### config.mk
export PLATFORM = sky130hd
export DESIGN_NAME = seq_add16
export DESIGN_NICKNAME = d
export VERILOG_FILES = /design/src/rtl/seq_add_pkg.sv /design/src/rtl/seq_add16_cla4.sv /design/src/rtl/seq_add16.sv
export SDC_FILE = /design/constraint.sdc
export NUM_CORES = 1
export LEC_CHECK = 0
export ABC_AREA = 1
export CAP_MARGIN = 15
export CORE_AREA = 2 2 81 83
export CTS_BUF_LIST = sky130_fd_sc_hd__clkbuf_2 sky130_fd_sc_hd__clkbuf_4 sky130_fd_sc_hd__clkbuf_8
export DETAILED_ROUTE_END_ITERATION = 10
export DIE_AREA = 0 0 83 85
export HOLD_SLACK_MARGIN = 0.02
export PLACE_DENSITY = 0.83
export REMOVE_ABC_BUFFERS = 1
export SETUP_SLACK_MARGIN = 0.5
export SLEW_MARGIN = 25
export SYNTH_ARGS = -nofsm -noshare
export SYNTH_HDL_FRONTEND = slang
export SYNTH_SLANG_ARGS = --single-unit
### constraint.sdc
create_clock -name clk -period 1.7 [get_ports clk]
set_input_delay 0.51 -clock clk [delete_from_list [all_inputs] [get_ports clk]]
set_output_delay 0.51 -clock clk [all_outputs]
set_load 0.005 [all_outputs]
### src/rtl/seq_add_pkg.sv
// Shared definitions for the nibble-serial adder: FSM encoding and step-count sizing.
package seq_add_pkg;

  typedef enum logic [1:0] {
    S_IDLE = 2'd0,
    S_RUN  = 2'd1,
    S_DONE = 2'd2
  } state_t;

  localparam int SLICE_W = 4;

  function automatic int nib_of(input int width);
    return width / SLICE_W;
  endfunction

  function automatic int cnt_w_of(input int nib);
    return (nib > 1) ? $clog2(nib) : 1;
  endfunction

endpackage

### src/rtl/seq_add16_cla4.sv
// 4-bit carry-lookahead slice; also exposes the carry into bit 3 for overflow detection.
module CLA_4bit (
  input  logic [3:0] i_a,
  input  logic [3:0] i_b,
  input  logic       i_cin,
  output logic [3:0] o_sum,
  output logic       o_cout,
  output logic       o_c3
);

  logic [3:0] w_g;
  logic [3:0] w_p;
  logic [4:0] w_c;

  assign w_g = i_a & i_b;
  assign w_p = i_a ^ i_b;

  assign w_c[0] = i_cin;
  assign w_c[1] = w_g[0] | (w_p[0] & w_c[0]);
  assign w_c[2] = w_g[1] | (w_p[1] & w_g[0]) | (w_p[1] & w_p[0] & w_c[0]);
  assign w_c[3] = w_g[2] | (w_p[2] & w_g[1]) | (w_p[2] & w_p[1] & w_g[0])
                | (w_p[2] & w_p[1] & w_p[0] & w_c[0]);
  assign w_c[4] = w_g[3] | (w_p[3] & w_g[2]) | (w_p[3] & w_p[2] & w_g[1])
                | (w_p[3] & w_p[2] & w_p[1] & w_g[0])
                | (w_p[3] & w_p[2] & w_p[1] & w_p[0] & w_c[0]);

  assign o_sum  = w_p ^ w_c[3:0];
  assign o_cout = w_c[4];
  assign o_c3   = w_c[3];

endmodule

### src/rtl/seq_add16.sv
// Nibble-serial adder: one 4-bit CLA slice reused over WIDTH/4 cycles, valid/ready on both sides.
module seq_add16
  import seq_add_pkg::*;
#(
  parameter int WIDTH = 16
) (
  input  logic             clk,
  input  logic             rst,
  input  logic             in_valid,
  output logic             in_ready,
  input  logic [WIDTH-1:0] a,
  input  logic [WIDTH-1:0] b,
  input  logic             cin,
  output logic             out_valid,
  input  logic             out_ready,
  output logic [WIDTH-1:0] sum,
  output logic             cout,
  output logic             ovf
);

  localparam int NIB = nib_of(WIDTH);
  localparam int CW  = cnt_w_of(NIB);

  state_t           r_state;
  state_t           w_next;
  logic [CW-1:0]    r_cnt;
  logic             r_carry;
  logic [WIDTH-1:0] r_a;
  logic [WIDTH-1:0] r_b;
  logic [WIDTH-1:0] r_acc;
  logic [WIDTH-1:0] r_sum;
  logic             r_cout;
  logic             r_ovf;

  logic [3:0]       w_slice_sum;
  logic             w_slice_cout;
  logic             w_slice_c3;
  logic             w_last;
  logic             w_accept;
  logic [WIDTH-1:0] w_acc_next;

  CLA_4bit u_slice (
    .i_a    (r_a[3:0]),
    .i_b    (r_b[3:0]),
    .i_cin  (r_carry),
    .o_sum  (w_slice_sum),
    .o_cout (w_slice_cout),
    .o_c3   (w_slice_c3)
  );

  assign w_last     = (r_cnt == CW'(NIB - 1));
  assign w_accept   = (r_state == S_IDLE) && in_valid;
  // Slice result enters at the top; after NIB steps the first nibble sits at bit 0.
  assign w_acc_next = WIDTH'({w_slice_sum, r_acc} >> 4);

  always_comb begin
    w_next = r_state;
    case (r_state)
      S_IDLE:  if (in_valid)  w_next = S_RUN;
      S_RUN:   if (w_last)    w_next = S_DONE;
      S_DONE:  if (out_ready) w_next = S_IDLE;
      default: w_next = S_IDLE;
    endcase
  end

  always_ff @(posedge clk) begin
    if (rst) begin
      r_state <= S_IDLE;
      r_cnt   <= '0;
      r_carry <= 1'b0;
      r_sum   <= '0;
      r_cout  <= 1'b0;
      r_ovf   <= 1'b0;
    end else begin
      r_state <= w_next;
      if (w_accept) begin
        r_cnt   <= '0;
        r_carry <= cin;
      end else if (r_state == S_RUN) begin
        r_cnt   <= r_cnt + CW'(1);
        r_carry <= w_slice_cout;
        if (w_last) begin
          r_sum  <= w_acc_next;
          r_cout <= w_slice_cout;
          r_ovf  <= w_slice_c3 ^ w_slice_cout;
        end
      end
    end
  end

  // Operand/partial-sum shifters carry no control meaning, so they skip reset.
  always_ff @(posedge clk) begin
    if (w_accept) begin
      r_a <= a;
      r_b <= b;
    end else if (r_state == S_RUN) begin
      r_a   <= r_a >> 4;
      r_b   <= r_b >> 4;
      r_acc <= w_acc_next;
    end
  end

  assign in_ready  = (r_state == S_IDLE);
  assign out_valid = (r_state == S_DONE);
  assign sum       = r_sum;
  assign cout      = r_cout;
  assign ovf       = r_ovf;

endmodule

==> impl_metrics.json <==
{
  "cap_viol_max_count": 0,
  "synth_cells": 296,
  "critPathMaxFanout": 2,
  "finalCriticalPeriod_ns": 1.46,
  "fin_worst_skew_ns": 0.00759,
  "via_per_inst": 4.98,
  "critPathTopFamily": "flip-flops",
  "global_route.overflow_total": 0,
  "setup_viol_count_final": 0,
  "synth_compound_gate_area_share_pct": 6.50,
  "power_density_mw_per_mm2": 915,
  "slew-limit-headroom_pct": 81.3,
  "row_count": 29,
  "critical_path.slowest_cell": "sky130_fd_sc_hd__dfxtp_4",
  "grt_pass1_vias": 2194,
  "class_of_the_most_critical_setup_path": "flip-flop to output pin",
  "synth_cell_type_count": 32,
  "grt_setup_unrepaired": "true",
  "cts_tree": "yes",
  "die_width_um": 83,
  "dieHeight_um": 85,
  "clock-root-buffer": "sky130_fd_sc_hd__clkbuf_8",
  "layout-drive-gt1-share_pct": 47.3,
  "netlist.area_leader.share_pct": 45.5,
  "place_hpwl_um": 3530,
  "die_area_mm2": 0.00706,
  "maximum_buffer_depth_of_the_clock_tree": 2,
  "route.antenna.remaining_nets": 0,
  "port-buffer-count": 56,
  "worstPathBufferInverterCount": 2,
  "yosys.area_share.xor_xnor_pct": 0.603,
  "max_freq_mhz": 683,
  "cts.sinks": 67,
  "layout_setup_ws_ns": 0.235,
  "multi_input_comb_area_mm2": 0.00126,
  "cellLeakagePower_nw": 2.03,
  "seq_total_area_yosys_pct": 61.3,
  "post_synth.cell_area_avg_um2": 9.82,
  "post-synth-top-area-cell": "sky130_fd_sc_hd__edfxtp_1",
  "cts_made_buffers": 9,
  "combinational_family_with_the_most_area_after_synthesis": "simple AND/OR/NAND/NOR gates",
  "worst_hold_path_type": "flip-flop to flip-flop",
  "finalWirelength_um": 7510,
  "synth.cell_area_mm2": 0.00291,
  "sequence_of_cells_on_the_critical_path": "inv_4 > nor2_4 > buf_6",
  "grt_util_all_layers_pct": 18.2,
  "synthesis.yosys.warnings": 0,
  "ios": 57,
  "post-route-period-util_pct": 86.2,
  "synth_mux_area_share_pct": 0,
  "core_area_mm2": 0.00620,
  "clk_pin_slew_worst_paths_ns": 0.06,
  "hold_buffers": 0,
  "critical_path.startpoint_type": "flip-flop",
  "hold_viol_final": 0,
  "worst_skew_pair.late_latency_ns": 0.34,
  "r2r_slack_ns": 0.25,
  "post-route-drc-count": 0,
  "drt_iter0_markers": 130,
  "grt_max_degree": 24,
  "post-layout-total-power_mw": 4.32,
  "post_synth_fa_ha_maj_area_fraction_pct": 2.84,
  "dr.pass1.iters": 4,
  "place.gp.congestion": 0.810,
  "nFillCells": 369,
  "antenna_found_initial": 0,
  "n_antenna_cell": 0,
  "cp_data_arrival_time_ns": 0.95,
  "timing_max_transition_violations_final": 0,
  "via_count": 2405,
  "synth_seq_cells": 67,
  "post-place-ws_ns": -0.127,
  "worst_slew_pin_slew_ns": 0.279,
  "nNetsFinal": 444,
  "ir_worst_vdd_mv": 0.658,
  "register_area_mm2": 0.00181,
  "required_ns": 1.19,
  "htree_depth": 3,
  "avgRoutedWirePerCell_um": 15.5,
  "synth.top_cells.by_area": "sky130_fd_sc_hd__edfxtp_1 (45%), sky130_fd_sc_hd__dfxtp_1 (16%), sky130_fd_sc_hd__nand2_1 (14%)",
  "synth_simple_gate_area_share_pct": 21.5,
  "syn2layout_area_growth_pct": 62.4,
  "crit_end_element": "output pin",
  "status": "finished, final reports clean",
  "max_stage_delay_ns": 0.38,
  "initial_core_util_pct": 46.8,
  "grt_first_pass_wirelength_um": 9930
}
area by class of cell:
class	count	share of cell area (%)
timing repair inverter	1	0.186
multi-input combinational	187	26.8
clock buffer	14	3.69
clock inverter	2	0.743
sequential	67	38.4
tap	77	2.04
inverter	32	3.40
timing repair buffer	103	24.7
cell families (layout without fill, tap and decap cells):
kind of cell | Yosys count | count (layout)
compound gates | 27 | 27
xor+xnor | 2 | 2
fa+ha+maj | 6 | 6
buf+inv | 43 | 152
flops | 67 | 67
simple gates | 151 | 152
final timing paths:
kind	depth (start not counted)	from	end
setup / recovery	3	r_state[1]	out_valid
setup reg to reg	9	r_b[2]	ovf
hold / removal	0	r_acc[13]	r_acc[9]
hold reg to reg	0	r_acc[13]	r_acc[9]
state kept, by name (all words and copies together) (netlist names):
signal / cells
r_state: 2
r_a: 16
cout: 1
r_carry: 1
ovf: 1
sum: 16
r_acc: 12
r_cnt: 2
r_b: 16
per-stage QoR:
step	setup TNS, ns	hold slack, ns	cell area, um^2	std cells	util, %
floorplan	-10.45	0.427	2820	285	-
global placement	-1.36	0.429	3580	424	57.6
detailed placement	-1.42	0.436	3580	424	57.6
CTS	0	0.451	4110	454	66.2
global route	0	0.463	4720	483	76.0
finish	0	0.453	4720	483	76.0
layer usage:
layer / vias to the layer above / wire length (um) / track usage, %
met3: 12 / 428 / 7.20
met2: 88 / 4220 / 33.0
met1: 1147 / 2720 / 18.6
met4: 0 / 140 / 8.05
met5: - / 0 / 0
li1: 1158 / - / -
synthesized netlist by cell type, drive strengths merged:
cell and count:
nand4 1, nand3 7, fa 1, inv 31
dfxtp 23, nand2 124, nor3 1, edfxtp 44
a21oi 22, a21o 1, xor2 1, a211oi 1
nand3b 1, clkinv 1, nor2 16, o21ai 3
clkbuf 2, buf 9, or2 1, ha 5
xnor2 1
placed cells by master, fill, tap and decap left out, types with 2 or more instances in the layout:
master and instances:
sky130_fd_sc_hd__buf_6 13, sky130_fd_sc_hd__buf_16 5, sky130_fd_sc_hd__clkinv_8 3, sky130_fd_sc_hd__nand3_2 2, sky130_fd_sc_hd__nor2_1 13, sky130_fd_sc_hd__buf_4 23, sky130_fd_sc_hd__dfxtp_2 19, sky130_fd_sc_hd__inv_2 4
sky130_fd_sc_hd__nand2_4 17, sky130_fd_sc_hd__o21ai_2 2, sky130_fd_sc_hd__a21oi_2 20, sky130_fd_sc_hd__dfxtp_4 2, sky130_fd_sc_hd__buf_12 6, sky130_fd_sc_hd__nand2_8 4, sky130_fd_sc_hd__dfxtp_1 2, sky130_fd_sc_hd__ha_4 4
sky130_fd_sc_hd__nand2_1 83, sky130_fd_sc_hd__buf_2 13, sky130_fd_sc_hd__clkbuf_4 3, sky130_fd_sc_hd__nor2_4 2, sky130_fd_sc_hd__nand2_2 21, sky130_fd_sc_hd__clkdlybuf4s50_1 35, sky130_fd_sc_hd__clkbuf_8 11, sky130_fd_sc_hd__nand3_1 5
sky130_fd_sc_hd__clkbuf_16 6, sky130_fd_sc_hd__edfxtp_1 44, sky130_fd_sc_hd__inv_1 24, sky130_fd_sc_hd__a21oi_1 2
what timing repair did:
action / 4_1_cts / 5_1_grt
gates resized for setup: 147 / 70
pin swaps: 24 / 24
setup endpoints to repair: 109 / 102
buffers inserted: 9 / 19
cloned: 5 / 10
power breakdown:
part           switching (mW)  internal (mW)
clock network           0.560          0.805
logic                   0.459          0.485
registers              0.0772           1.93
total                    1.10           3.22
No activity file was read; power rests on OpenSTA's default activity.
